===== config.mk =====
export PLATFORM = sky130hd
export DESIGN_NAME = serial_adder
export DESIGN_NICKNAME = d
export VERILOG_FILES = /design/src/rtl/serial_adder_pkg.sv /design/src/rtl/full_adder.sv /design/src/rtl/serial_adder.sv
export SDC_FILE = /design/constraint.sdc
export NUM_CORES = 1
export LEC_CHECK = 0
export CAP_MARGIN = 20
export CORE_UTILIZATION = 55
export CTS_CLUSTER_SIZE = 12
export DETAILED_ROUTE_END_ITERATION = 10
export PLACE_DENSITY = 0.83
export RECOVER_POWER = 100
export SLEW_MARGIN = 25
export SYNTH_ARGS = -nofsm -noshare
export SYNTH_HDL_FRONTEND = slang
export SYNTH_SLANG_ARGS = --single-unit

===== constraint.sdc =====
create_clock -name clk -period 3.1 [get_ports clk]
set_clock_uncertainty 0.15 [all_clocks]
set_input_delay 0.62 -clock clk [delete_from_list [all_inputs] [get_ports clk]]
set_output_delay 0.62 -clock clk [all_outputs]
set_load 0.02 [all_outputs]

===== src/rtl/serial_adder_pkg.sv =====
// Shared definitions for the bit-serial adder: state encoding and default width.
package serial_adder_pkg;
  localparam int WIDTH_DEFAULT = 8;

  localparam logic [1:0] S_IDLE = 2'd0;
  localparam logic [1:0] S_RUN  = 2'd1;
  localparam logic [1:0] S_DONE = 2'd2;

  typedef enum logic [1:0] {
    IDLE = S_IDLE,
    RUN  = S_RUN,
    DONE = S_DONE
  } state_e;
endpackage


===== src/rtl/full_adder.sv =====
// One-bit combinational full adder cell.
module full_adder (
  input  logic a,
  input  logic b,
  input  logic c,
  output logic sum,
  output logic carry
);
  assign sum   = a ^ b ^ c;
  assign carry = (a & b) | (a & c) | (b & c);
endmodule


===== src/rtl/serial_adder.sv =====
// Bit-serial WIDTH-bit adder: one full_adder cell plus a carry flop, LSB first,
// result and carry-out registered with a one-cycle done pulse.
module serial_adder
  import serial_adder_pkg::*;
#(
  parameter int WIDTH = WIDTH_DEFAULT
) (
  input  logic             clk,
  input  logic             rst_n,
  input  logic             start,
  input  logic [WIDTH-1:0] a,
  input  logic [WIDTH-1:0] b,
  input  logic             cin,
  output logic             busy,
  output logic             done,
  output logic [WIDTH-1:0] sum,
  output logic             cout
);
  localparam int CW = $clog2(WIDTH);
  localparam logic [CW-1:0] CNT_LAST = CW'(WIDTH - 1);

  state_e           state_q, state_d;
  logic [WIDTH-1:0] sa_q, sa_d, sb_q, sb_d, res_q, res_d, sum_q, sum_d;
  logic [CW-1:0]    cnt_q, cnt_d;
  logic             carry_q, carry_d, cout_q, cout_d, busy_q, busy_d, done_q, done_d;
  logic             fa_sum, fa_carry;
  logic [WIDTH-1:0] res_shifted;

  full_adder u_fa (
    .a    (sa_q[0]),
    .b    (sb_q[0]),
    .c    (carry_q),
    .sum  (fa_sum),
    .carry(fa_carry)
  );

  // New bit enters at the MSB so after WIDTH shifts bit 0 sits at the LSB.
  assign res_shifted = {fa_sum, res_q[WIDTH-1:1]};

  always_comb begin
    state_d = state_q;
    sa_d    = sa_q;
    sb_d    = sb_q;
    res_d   = res_q;
    cnt_d   = cnt_q;
    carry_d = carry_q;
    sum_d   = sum_q;
    cout_d  = cout_q;
    busy_d  = 1'b0;
    done_d  = 1'b0;
    case (state_q)
      IDLE: begin
        if (start) begin
          state_d = RUN;
          sa_d    = a;
          sb_d    = b;
          carry_d = cin;
          cnt_d   = '0;
          res_d   = '0;
          busy_d  = 1'b1;
        end
      end
      RUN: begin
        res_d   = res_shifted;
        carry_d = fa_carry;
        sa_d    = sa_q >> 1;
        sb_d    = sb_q >> 1;
        cnt_d   = cnt_q + CW'(1);
        if (cnt_q == CNT_LAST) begin
          state_d = DONE;
          sum_d   = res_shifted;
          cout_d  = fa_carry;
          done_d  = 1'b1;
        end else begin
          busy_d  = 1'b1;
        end
      end
      DONE:    state_d = IDLE;
      default: state_d = IDLE;
    endcase
  end

  always_ff @(posedge clk or negedge rst_n) begin
    if (!rst_n) begin
      state_q <= IDLE;
      sa_q    <= '0;
      sb_q    <= '0;
      res_q   <= '0;
      cnt_q   <= '0;
      carry_q <= 1'b0;
      sum_q   <= '0;
      cout_q  <= 1'b0;
      busy_q  <= 1'b0;
      done_q  <= 1'b0;
    end else begin
      state_q <= state_d;
      sa_q    <= sa_d;
      sb_q    <= sb_d;
      res_q   <= res_d;
      cnt_q   <= cnt_d;
      carry_q <= carry_d;
      sum_q   <= sum_d;
      cout_q  <= cout_d;
      busy_q  <= busy_d;
      done_q  <= done_d;
    end
  end

  assign busy = busy_q;
  assign done = done_q;
  assign sum  = sum_q;
  assign cout = cout_q;
endmodule


==> impl_summary.log, run 1 <==
INFO  metric netlist_area = 0.00178 mm²
INFO  metric nNetsFinal = 203
INFO  metric slew_violations = 41
INFO  metric cts_hold_buffers = 0
INFO  metric period_needed = 2340 ps
INFO  metric start_of_the_worst_register_to_register_path = state_q[0]
INFO  metric cp_max_fo = 19
INFO  metric post-dp-hpwl = 2280 µm
INFO  metric fillCellCount = 252
INFO  metric data_required_time_of_the_worst_path = 3180 ps
INFO  metric cts_resized = 0
INFO  metric post_cts_setup_bufs = 0
INFO  metric diodes = 0
INFO  metric worst_ep_arrival_time = 2420 ps
INFO  metric synth_seq_area_share = 0.563
INFO  metric placed_cell_areas = 0.00206 mm²
INFO  metric postRouteAntennaNets = 0
INFO  metric critical-path-slowest-cell = sky130_fd_sc_hd__dfrtp_1
INFO  metric relSlewSlack = -0.364
INFO  metric synth_compound_gate_area_share = 0.132
INFO  metric avgRoutedWirePerCell = 15.0 µm
INFO  metric worst_setup_path_start_kind = register
INFO  metric cap_viol_max_count = 1
INFO  metric worstHoldPathCells = 1
INFO  metric initial_utilization = 0.582
INFO  metric hold_path_startpoint = sum[4]
INFO  metric max-vdd-ir-drop = 0.000412 V
INFO  metric power-per-cell-area = 939 mW/mm²
INFO  metric worstHoldPathType = reg -> reg
INFO  metric fin_util = 0.682
INFO  metric drive_above_1_share = 0.0611
INFO  metric failed_checks = capacitance limit, slew limit
INFO  metric syn_to_final_growth = 17.1%
INFO  metric placeableCoreArea = 0.00305 mm²
INFO  metric grt_antenna_before_repair = 0
INFO  metric ctsLongestPathBuffers = 2
INFO  metric yosys-top-cells-area = sky130_fd_sc_hd__dfrtp_1 (56%), sky130_fd_sc_hd__nor3_1 (10%), sky130_fd_sc_hd__mux2_4 (6.8%)
INFO  metric worst-r2r-setup-slack = 760 ps
INFO  metric dieHeight = 58.8 µm
INFO  metric floorplan.die_area = 0.00346 mm²
INFO  metric run_status = finished, violations left
INFO  metric synth_cells = 154
INFO  metric cts_tree = yes
INFO  metric track_usage = 0.223
INFO  metric synth_top_area_cell = sky130_fd_sc_hd__dfrtp_1
INFO  metric vias = 1287
INFO  metric grt_max_degree = 41
INFO  metric rows = 20
INFO  metric tns = 0 ps
INFO  metric critical_path_end_type = register
INFO  metric timing.reg2reg.worst_path_depth = 3
INFO  metric rr_endpoint = sum[3]
INFO  metric io_pins = 31
INFO  metric via_count_of_the_first_global_routing_pass = 1241
INFO  metric timing.fmax = 427 MHz
INFO  metric timing_worst_slew_pin_value = 2050 ps
INFO  metric setup-violations-final = 0
INFO  metric yosys.area_share.adder = 0.0254
INFO  metric route.detailed.vias_per_inst = 5.75
INFO  metric numCtsBuffers = 5
INFO  metric post-route-period-util = 0.755
INFO  metric detail_route.first_pass.iterations = 5
INFO  metric synthesis.area_per_instance = 11.5 µm²
INFO  metric muxShareOfSynthArea = 0.0796
INFO  metric post_synth_and_or_nand_nor_area_fraction = 0.146
INFO  metric yosysUniqueCellTypes = 26
INFO  metric synthXorXnorAreaFrac = 0
INFO  metric static-leakage-power = 0.892 nW
INFO  metric rsz_0062_raised_after_global_routing = false
INFO  metric hold_violations = 0
INFO  metric cpPeakStageDelay = 700 ps
INFO  metric largest_family_of_logic_cells_by_synthesized_area = simple AND/OR/NAND/NOR gates
INFO  metric remaining_routing_drc_violations = 0
INFO  metric routabilityCongestion = 0.759
INFO  metric critical_path.cell_chain = nor2b_1, nand2_2, mux2_1
INFO  metric critPathKind = reg -> reg
INFO  metric synthesis.nets = 177
INFO  metric drt-total-wl = 3360 µm
INFO  metric yosysWarnings = 0
INFO  metric htree_num_levels = 2
INFO  metric clkTransAtPathRegs = 110 ps
INFO  metric clock-sinks = 40
INFO  metric grt_first_pass_wirelength = 5640 µm
INFO  metric synth_top_cell_area_share = 0.563
INFO  metric min_delay_worst_endpoint = sum[4]
INFO  metric ys_ff_latch = 40
INFO  metric globalRoute.totalOverflow = 0
INFO  metric final_area = 0.00208 mm²
INFO  metric die_width = 58.8 µm
INFO  metric worst_skew_pair.late_latency = 350 ps
INFO  metric io_buffer_count = 30
INFO  metric drt-initial-drc-count = 40
INFO  metric clk_root_buffer_cell = sky130_fd_sc_hd__clkbuf_4
cells in the mapped netlist:
| cell | number |
|---|---|
| sky130_fd_sc_hd__a22o_1 | 9 |
| sky130_fd_sc_hd__buf_1 | 1 |
| sky130_fd_sc_hd__buf_2 | 4 |
| sky130_fd_sc_hd__buf_4 | 3 |
| sky130_fd_sc_hd__buf_6 | 2 |
| sky130_fd_sc_hd__clkbuf_1 | 3 |
| sky130_fd_sc_hd__dfrtp_1 | 40 |
| sky130_fd_sc_hd__fa_1 | 1 |
| sky130_fd_sc_hd__ha_1 | 2 |
| sky130_fd_sc_hd__inv_1 | 4 |
| sky130_fd_sc_hd__mux2_2 | 1 |
| sky130_fd_sc_hd__mux2_4 | 8 |
| sky130_fd_sc_hd__mux2i_1 | 1 |
| sky130_fd_sc_hd__nand2_1 | 3 |
| sky130_fd_sc_hd__nand2_2 | 1 |
| sky130_fd_sc_hd__nand2b_1 | 2 |
| sky130_fd_sc_hd__nor2_1 | 6 |
| sky130_fd_sc_hd__nor2b_1 | 1 |
| sky130_fd_sc_hd__nor2b_4 | 1 |
| sky130_fd_sc_hd__nor3_1 | 36 |
| sky130_fd_sc_hd__o21ai_0 | 4 |
| sky130_fd_sc_hd__o21ai_1 | 1 |
| sky130_fd_sc_hd__o21bai_2 | 1 |
| sky130_fd_sc_hd__o22ai_1 | 15 |
| sky130_fd_sc_hd__o32ai_1 | 3 |
| sky130_fd_sc_hd__or2_2 | 1 |
kinds of logic (layout without fill, tap and decap cells):
| group | after synthesis | after routing |
|---|---|---|
| AO/OA/AOI/OAI | 33 | 33 |
| adder cells (fa/ha/maj) | 3 | 3 |
| buffers and inverters | 17 | 43 |
| flip-flops | 40 | 40 |
| multiplexers | 10 | 10 |
| AND/OR/NAND/NOR | 51 | 51 |
how the worst max path moves through the flow:
stage,slack [ps],cells past startpoint,from,end
after floorplan,1550,5,cnt_q[0],cout
after global placement,830,5,start,sa_q[0]
after detailed placement,730,5,start,carry_q
after CTS,990,1,sum[3],sum[3]
after global routing,550,1,rst_n,cnt_q[2]
final,760,3,state_q[0],sum[3]
through the flow:
stage | hold WS [ps] | setup slack (ps) | instances | total power [W]
final | 343 | 759 | 224 | 0.00195
after CTS | 238 | 991 | 224 | 0.00206
after global placement | 321 | 826 | 217 | 0.00172
after floorplan | 174 | 1550 | 154 | 0.00153
after detailed placement | 336 | 731 | 217 | 0.00177
after global routing | 377 | 545 | 224 | 0.00210
cell usage in the layout (no fill, tap or decap), drive strengths merged:
cell type       n
mux2i           1
ha              2
nor2b           2
nor2            6
a22o            9
mux2            9
dlygate4sd3    12
nand2           4
fa              1
nor3           36
inv             4
or2             1
clkbuf          9
buf             1
dfrtp          40
nand2b          2
clkdlybuf4s50  17
o21bai          1
o21ai           5
o22ai          15
o32ai           3
worst max-delay path, delay by kind of cell, from the launching register on:
| kind | cells | cell delay (ps) |
|---|---|---|
| AND/OR/NAND/NOR | 2 | 990 |
| flip-flops | 1 | 700 |
| multiplexers | 1 | 390 |
registers in the layout (all words and copies together), names as in the netlist:
name,cells
sb_q,8
sa_q,8
res_q,7
sum,8
cout,1
carry_q,1
cnt_q,3
done,1
busy,1
state_q,2
layout make-up:
cell class | count | area, µm² | share of cell area
inverters | 4 | 15.0 | 0.00722
flip-flops and latches | 40 | 1000 | 0.481
clock buffers | 7 | 65.1 | 0.0313
repair buffers | 32 | 305 | 0.147
multi-input cells | 97 | 639 | 0.307
well taps | 44 | 55.1 | 0.0265
power breakdown:
part	internal (W)	switching [W]
clock	0.000129	0.000162
combinational	0.000350	0.000384
sequential	0.000751	0.000178
total	0.00123	0.000724
routing by layer:
layer  GRT usage  share of wire  up-vias
li1            -              -      614
met1       0.291           0.46      620
met5           0              0        -
met3      0.0703          0.062        4
met2       0.344           0.47       49
met4      0.0986         0.0086        0
Power figures use the tool's default switching activity.
==> run 2, diff against run 1 <==
--- a/config.mk
+++ b/config.mk
@@ -6,10 +6,10 @@
 export NUM_CORES = 1
 export LEC_CHECK = 0
 export CAP_MARGIN = 20
-export CORE_UTILIZATION = 55
+export CORE_UTILIZATION = 47
 export CTS_CLUSTER_SIZE = 12
 export DETAILED_ROUTE_END_ITERATION = 10
-export PLACE_DENSITY = 0.83
+export PLACE_DENSITY = 0.75
 export RECOVER_POWER = 100
 export SLEW_MARGIN = 25
 export SYNTH_ARGS = -nofsm -noshare
==> constraint.sdc (replaced) <==
create_clock -name clk -period 2.1 [get_ports clk]
set_clock_uncertainty 0.15 [all_clocks]
set_input_delay 0.42 -clock clk [delete_from_list [all_inputs] [get_ports clk]]
set_output_delay 0.42 -clock clk [all_outputs]
set_load 0.02 [all_outputs]
==> impl_summary.log, run 2 (synthesis results as in run 1) <==
INFO  metric globalRoute.totalOverflow = 0
INFO  metric drt-initial-drc-count = 90
INFO  metric io_pins = 31
INFO  metric data_required_time_of_the_worst_path = 1530 ps
INFO  metric floorplan.die_area = 0.00403 mm²
INFO  metric most-common-layout-cells = sky130_fd_sc_hd__dfrtp_1 (40), sky130_fd_sc_hd__nor3_1 (36), sky130_fd_sc_hd__clkdlybuf4s50_1 (17)
INFO  metric post_cts_setup_bufs = 0
INFO  metric cts_tree = yes
INFO  metric numCtsBuffers = 5
INFO  metric worstHoldPathType = in -> async
INFO  metric worst_ep_arrival_time = 1350 ps
INFO  metric drt-total-wl = 3440 µm
INFO  metric drive_above_1_share = 0.0989
INFO  metric rsz_0062_raised_after_global_routing = false
INFO  metric post-route-period-util = 0.915
INFO  metric vias = 1286
INFO  metric cts_resized = 0
INFO  metric diodes = 0
INFO  metric cp.buffers_inverters = 1
INFO  metric hold_violations = 0
INFO  metric critical_path_end_type = output port
INFO  metric setup-violations-final = 0
INFO  metric critical-path-slowest-cell = sky130_fd_sc_hd__dlygate4sd3_1
INFO  metric htree_num_levels = 2
INFO  metric timing.fmax = 520 MHz
INFO  metric via_count_of_the_first_global_routing_pass = 1249
INFO  metric initial_utilization = 0.512
INFO  metric clk_root_buffer_cell = sky130_fd_sc_hd__clkbuf_8
INFO  metric avgRoutedWirePerCell = 15.1 µm
INFO  metric grt_max_degree = 41
INFO  metric post-dp-hpwl = 2310 µm
INFO  metric grt_first_pass_wirelength = 6030 µm
INFO  metric run_status = finished clean
INFO  metric tns = 0 ps
INFO  metric cap_viol_max_count = 0
INFO  metric fin_util = 0.614
INFO  metric totalPowerFinal = 0.00302 W
INFO  metric postRouteAntennaNets = 0
INFO  metric relSlewSlack = 0.368
INFO  metric syn_to_final_growth = 19.8%
INFO  metric worst_skew_pair.late_latency = 300 ps
INFO  metric timing_worst_slew_pin_value = 948 ps
INFO  metric static-leakage-power = 0.926 nW
INFO  metric track_usage = 0.199
INFO  metric fillCellCount = 292
INFO  metric power-per-cell-area = 1420 mW/mm²
INFO  metric grt_antenna_before_repair = 0
INFO  metric ctsLongestPathBuffers = 2
INFO  metric max-vdd-ir-drop = 0.000587 V
INFO  metric rows = 21
INFO  metric cpPeakStageDelay = 650 ps
INFO  metric placeableCoreArea = 0.00347 mm²
INFO  metric setup_slack = 179 ps
INFO  metric multi_input_comb_area = 649 µm²
INFO  metric die_width = 63.5 µm
INFO  metric pre_cts_ws = 208 ps
INFO  metric critPathKind = reg -> out
INFO  metric nNetsFinal = 204
INFO  metric area.sequential = 0.00100 mm²
INFO  metric detail_route.first_pass.iterations = 4
INFO  metric period_needed = 1920 ps
INFO  metric most_common_cell_after_layout_fill_and_taps_aside = sky130_fd_sc_hd__dfrtp_1
INFO  metric remaining_routing_drc_violations = 0
INFO  metric critPathTopFamily = buffers and inverters
INFO  metric cts_hold_buffers = 0
INFO  metric dieHeight = 63.5 µm
INFO  metric route.detailed.vias_per_inst = 5.64
INFO  metric clkTransAtPathRegs = 70 ps
INFO  metric clock-sinks = 40
INFO  metric slew_violations = 0
INFO  metric cp_max_fo = 2
INFO  metric io_buffer_count = 30
INFO  metric critical_path.cell_chain = dlygate4sd3_1
INFO  metric worst_setup_path_start_kind = register
INFO  metric routabilityCongestion = 0.776
-- run 2: changes by cell type in the layout (fill, tap and decap cells not counted), sizes merged --
cell	previous run	this run
clkbuf	9	8
buf	1	2
clkinv	0	2
-- run 2: power breakdown --
part	total [W]	leakage [nW]	internal, W	switching [W]
registers	0.00136	0.489	0.00111	0.000245
logic	0.00113	0.386	0.000537	0.000594
clock network	0.000531	0.0510	0.000262	0.000269
-- run 2: area by class of cell --
cell class                      instances  area share
Clock buffer                            6      0.0388
Clock inverter                          2     0.00470
Timing Repair Buffer                   33       0.147
Sequential cell                        40       0.470
Multi-Input combinational cell         97       0.305
Inverter                                4     0.00705
Tap cell                               46      0.0270
-- run 2: path summary, 6_finish.rpt --
kind | from | endpoint | slack [ps] | cells past startpoint
max reg2reg | state_q[1] | sum[3] | 240 | 3
max in group asynchronous | rst_n | sum[3] | 1030 | 2
min | rst_n | sb_q[4] | 190 | 2
min in group clk | sum[6] | sum[6] | 340 | 1
min reg2reg | sum[6] | sum[6] | 340 | 1
max | cout | cout | 180 | 1
-- run 2: metal layers --
layer  wire, µm  global-route usage
met1       1600               0.262
met2       1590               0.286
met3        156              0.0598
met4         95               0.119
met5          0                   0
-- run 2: worst register-to-register path: cells and delay by family, from the launching register on --
family,cells,cell delay [ps]
mux,1,380
simple gates,2,720
flops,1,480
-- run 2: stage by stage --
stage / instance area [µm²] / hold slack (ps) / std cells
after floorplan: 1780 / -25.6 / 154
after global placement: 2070 / 322 / 220
after detailed placement: 2070 / 330 / 220
after CTS: 2160 / 28.9 / 228
after global routing: 2130 / 277 / 228
final: 2130 / 189 / 228
